**config.mk**
```make
export PLATFORM = sky130hd
export DESIGN_NAME = gesture_frame_rx
export DESIGN_NICKNAME = d
export VERILOG_FILES = /design/src/rtl/gesture_frame_rx.sv
export SDC_FILE = /design/constraint.sdc
export NUM_CORES = 1
export LEC_CHECK = 0
export ABC_CLOCK_PERIOD_IN_PS = 5200
export CAP_MARGIN = 25
export CELL_PAD_IN_SITES_DETAIL_PLACEMENT = 2
export CELL_PAD_IN_SITES_GLOBAL_PLACEMENT = 2
export CORE_ASPECT_RATIO = 0.7
export CORE_UTILIZATION = 35
export DETAILED_ROUTE_END_ITERATION = 7
export PLACE_DENSITY_LB_ADDON = 0.1
export SYNTH_ARGS = -nofsm -noshare
export SYNTH_HDL_FRONTEND = slang
export SYNTH_SLANG_ARGS = --single-unit
```
**constraint.sdc**
```tcl
create_clock -name clk -period 5.2 [get_ports clk]
set_clock_uncertainty 0.15 [all_clocks]
set_input_delay 0.52 -clock clk [delete_from_list [all_inputs] [get_ports clk]]
set_output_delay 0.52 -clock clk [all_outputs]
set_load 0.01 [all_outputs]
```
**src/rtl/gesture_frame_rx.sv**
```systemverilog
// Gesture frame receiver: hunts for 3-byte frames (A5, code, A5^code) and writes good codes to a FIFO.
// Build macro GESTURE_DEDUP_EN: a good frame repeating the last written code is dropped silently.
module gesture_frame_rx #(
  parameter int MAX_CODE       = 10,
  parameter int TIMEOUT_CYCLES = 50000
) (
  input  logic       clk,
  input  logic       reset,
  input  logic [7:0] rx_data,
  input  logic       rx_valid,
  input  logic       fifo_full,
  output logic [7:0] fifo_wr_data,
  output logic       fifo_wr_en,
  output logic [7:0] frame_err_cnt,
  output logic [7:0] drop_cnt,
  output logic       busy
);

  localparam logic [7:0]       SYNC  = 8'hA5;
  localparam logic [7:0]       MAX_C = 8'(MAX_CODE);
  localparam int               CNT_W = (TIMEOUT_CYCLES > 1) ? $clog2(TIMEOUT_CYCLES) : 1;
  localparam logic [CNT_W-1:0] TERM  = CNT_W'(TIMEOUT_CYCLES - 1);

  typedef enum logic [1:0] {HUNT, CODE, CHECK} state_t;

  state_t           state, state_nxt;
  logic [CNT_W-1:0] to_cnt, to_cnt_nxt;
  logic [7:0]       code_p0;
  logic             frame_good, frame_bad;
  logic             code_ok, check_ok, dup;
  logic             wr_go, drop_go;

  function automatic logic [7:0] sat_inc(input logic [7:0] v);
    return (v == 8'hFF) ? v : v + 8'd1;
  endfunction

  assign code_ok  = (code_p0 != 8'd0) && (code_p0 <= MAX_C);
  assign check_ok = (rx_data == (SYNC ^ code_p0));
  assign busy     = (state != HUNT);

`ifdef GESTURE_DEDUP_EN
  logic [7:0] last_code;
  assign dup = (code_p0 == last_code);
`else
  assign dup = 1'b0;
`endif

  assign wr_go   = frame_good && !dup && !fifo_full;
  assign drop_go = frame_good && !dup &&  fifo_full;

  always_comb begin
    state_nxt  = state;
    to_cnt_nxt = to_cnt;
    frame_good = 1'b0;
    frame_bad  = 1'b0;
    case (state)
      HUNT: begin
        to_cnt_nxt = '0;
        if (rx_valid && rx_data == SYNC) state_nxt = CODE;
      end
      CODE: begin
        if (rx_valid) begin
          // A repeated sync byte is a resync: stay here with a fresh timeout.
          to_cnt_nxt = '0;
          if (rx_data != SYNC) state_nxt = CHECK;
        end else if (to_cnt == TERM) begin
          to_cnt_nxt = '0;
          state_nxt  = HUNT;
          frame_bad  = 1'b1;
        end else begin
          to_cnt_nxt = to_cnt + 1'b1;
        end
      end
      CHECK: begin
        if (rx_valid) begin
          to_cnt_nxt = '0;
          state_nxt  = HUNT;
          if (check_ok && code_ok) frame_good = 1'b1;
          else                     frame_bad  = 1'b1;
        end else if (to_cnt == TERM) begin
          to_cnt_nxt = '0;
          state_nxt  = HUNT;
          frame_bad  = 1'b1;
        end else begin
          to_cnt_nxt = to_cnt + 1'b1;
        end
      end
      default: begin
        state_nxt  = HUNT;
        to_cnt_nxt = '0;
      end
    endcase
  end

  // Stage p0: code byte capture (datapath, no reset needed).
  always_ff @(posedge clk) begin
    if (state == CODE && rx_valid && rx_data != SYNC) code_p0 <= rx_data;
  end

  // Frame verdict is registered into the FIFO strobe and status counters.
  always_ff @(posedge clk) begin
    if (reset) begin
      state         <= HUNT;
      to_cnt        <= '0;
      fifo_wr_en    <= 1'b0;
      fifo_wr_data  <= 8'h00;
      frame_err_cnt <= 8'h00;
      drop_cnt      <= 8'h00;
`ifdef GESTURE_DEDUP_EN
      last_code     <= 8'h00;
`endif
    end else begin
      state      <= state_nxt;
      to_cnt     <= to_cnt_nxt;
      fifo_wr_en <= wr_go;
      if (wr_go) begin
        fifo_wr_data <= code_p0;
`ifdef GESTURE_DEDUP_EN
        last_code    <= code_p0;
`endif
      end
      if (frame_bad) frame_err_cnt <= sat_inc(frame_err_cnt);
      if (drop_go)   drop_cnt      <= sat_inc(drop_cnt);
    end
  end

endmodule

```
==> flow_metrics.tcl <==
set metrics [dict create \
    post_route_cells_drive_above_1_share_pct 7.24 \
    tightest_slew_ns 0.802 \
    fin_cells 381 \
    nets 308 \
    antenna_found_initial 0 \
    r2r_cells 6 \
    r2r-start "to_cnt[0]" \
    final_common_cell "dfxtp_1" \
    max_freq_ghz 0.384 \
    holdWs_ns 0.317 \
    die_x_um 101 \
    leakage_nw 1.03 \
    slew_viol_final 0 \
    wl_per_cell_um 16.3 \
    hold-path-cell-count 1 \
    drc_errors 0 \
    powerDensity_mw_per_mm2 280 \
    numCtsBuffers 5 \
    root_buffer "clkbuf_8" \
    post_cts_buffers 0 \
    worstPathCellList "clkdlybuf4s50_1, a21boi_2, o211ai_1, or4_4, nor3_1, mux2_2" \
    clockPowerShare_pct 28.1 \
    finalCritPeriodShare_pct 50.1 \
    initial_core_util_pct 37.4 \
    avgSynthCellArea_sq_um 9.51 \
    critPathSlowestCell "or4_4" \
    pre_cts_ws_ns 2.29 \
    placed_cells 373 \
    synth_cell_type_count 41 \
    clock_sinks 51 \
    worst-path-buf-inv 1 \
    die_height_um 71.5 \
    start_kind "input pin" \
    io_pins 38 \
    ys_seq_area_share_pct 45.6 \
    ir_worst_vdd_mv 0.133 \
    min_from "fifo_wr_data[4]" \
    place.gp.congestion 0.703 \
    combPwrFrac_pct 19.1 \
    viasPerCell 5.24 \
    first_pass_iters 4 \
    max_stage_delay_ns 0.62 \
    cp.required_ns 5.26 \
    final_cell_area_sq_mm 0.00295 \
    ys_warn_count 0 \
    clock_latency_ns 0.31 \
    synth_top_cell_area_share_pct 35.6 \
    crit_path_end_kind "flop" \
    r2r-end "frame_err_cnt[3]" \
    cap_violations 0 \
    ys.flop_type "dfxtp_1" \
    port_buffers 37 \
    relSlewSlack_pct 46.5 \
    clkTransAtPathRegs_ns 0.10 \
    fin_crit_ns 2.60 \
    setup_ws_ns 2.60 \
    post-route-util_pct 45.7 \
    hold_path_class "reg -> reg" \
    syn_area_sq_mm 0.00241 \
    dr.first_iter.drc_count 42 \
    cp_max_fo 12 \
    grt_pass1_wl_mm 10.5 \
    grt_pass1_vias 2113 \
    critPathTopFamily "simple AND/OR/NAND/NOR gates" \
    setup_viol 0 \
    dpl_cell_area_sq_mm 0.00286 \
    rrSetupSlack_ns 2.78 \
    syn_to_final_growth_pct 22.1 \
    clockBufferDepth 2 \
    cts_tree "built" \
    grt_usage_pct 18.7 \
    ys_ff_latch 51 \
    setup_tns_ns 0 \
    path_class "in -> reg" \
    diodes 0 \
    cts_resized 0 \
    p_int_mw 0.573 \
    synth.top_cells.by_area "dfxtp_1 36%, edfxtp_1 9.9%, nor2_1 5.1%" \
    dp_hpwl_mm 4.72 \
    p_sw_share_pct 30.5 \
    yosysTopAreaCell "dfxtp_1" \
    vias 1997 \
    fp-row-count 24 \
    async_flop_share_pct 0 \
    grt_start_max_net_pins 37 \
    crit_arrival_ns 2.66 \
    syn_inst 254 \
    wl_mm 6.19 \
    synth_edf_count 8 \
    layout_common_cells "43 x dfxtp_1, 37 x clkdlybuf4s50_1, 33 x nor2_1, 15 x nand3_1" \
    die_area_sq_mm 0.00724 \
    hold_buffers 0 \
    status "finished clean" \
    rsz0062_at_grt "no" \
    grt_overflow_total 0 \
    synth.net_count 273 \
    worstHoldEndpoint "fifo_wr_data[4]" \
    seq_power_share_pct 52.9 \
    finalHoldViolations 0 \
    core_region_area_sq_mm 0.00646 \
    p_total_mw 0.825 \
    htreeDepth 2 \
    p_switching_mw 0.252 \
    antenna_left 0 \
]
## cells in the mapped netlist, types with 7 or more instances
| cell | count |
|---|---|
| a21oi_1 | 10 |
| clkbuf_1 | 9 |
| dfxtp_1 | 43 |
| edfxtp_1 | 8 |
| ha_1 | 7 |
| inv_1 | 10 |
| mux2_2 | 9 |
| mux2i_1 | 7 |
| nand2_1 | 12 |
| nand3_1 | 15 |
| nand4_1 | 9 |
| nor2_1 | 33 |
| nor2b_1 | 12 |
| o21ai_0 | 7 |
| xor2_1 | 11 |
## worst max-delay path by stage
stage | end | startpoint | slack (ns) | cells past startpoint
after floorplan | drop_cnt[6] | rx_data[6] | 2.92 | 6
after global placement | drop_cnt[6] | rx_valid | 2.35 | 6
after detailed placement | drop_cnt[6] | rx_valid | 2.29 | 6
after CTS | drop_cnt[6] | rx_valid | 2.59 | 6
after global routing | drop_cnt[6] | rx_valid | 2.47 | 6
final | drop_cnt[6] | rx_valid | 2.60 | 6
## flip-flops by register name, summed over array words and instances (netlist names)
| name | cells |
|---|---|
| to_cnt | 16 |
| drop_cnt | 8 |
| code_p0 | 8 |
| frame_err_cnt | 8 |
| fifo_wr_data | 8 |
| fifo_wr_en | 1 |
| state | 2 |
## per-layer routing
| metal | global-route usage, % | vias up | wire, um |
|---|---|---|---|
| li1 | - | 968 | - |
| met1 | 24.7 | 995 | 3120 |
| met2 | 32.0 | 28 | 2870 |
| met3 | 3.51 | 6 | 154 |
| met4 | 3.86 | 0 | 40 |
| met5 | 0 | - | 0 |
## cells by family (layout without fill, tap and decap cells)
family	Yosys count	count (layout)	share of synthesized area (%)
flops	51	51	45.6
compound gates	33	33	8.91
mux	16	16	7.10
simple gates	110	110	25.2
buf+inv	20	56	3.42
fa+ha+maj	7	7	3.63
xor+xnor	17	17	6.17
## worst register-to-register path, stage by stage, from the launching register on
cell and delay (ns):
dfxtp_1 0.38, ha_1 0.23, and3_1 0.35, a41o_1 0.36
nand2_1 0.17, a211oi_1 0.32, mux2_2 0.37
## power groups by stage
stage | registers [mW] | clock network (mW) | logic (mW)
3_5_place_dp | 0.446 | 0 | 0.159
4_1_cts | 0.436 | 0.240 | 0.161
5_1_grt | 0.439 | 0.255 | 0.177
2_1_floorplan | 0.441 | 0 | 0.100
3_3_place_gp | 0.445 | 0 | 0.151
6_report | 0.436 | 0.232 | 0.157
## cell type report
class / instances / area, sq um
flip-flops and latches: 51 / 1100
well taps: 91 / 114
inverters: 10 / 37.5
clock inverters: 3 / 17.5
fillers: 714 / 3510
multi-input cells: 183 / 1230
clock buffers: 5 / 68.8
repair buffers: 38 / 378
Power figures use the tool's default switching activity.
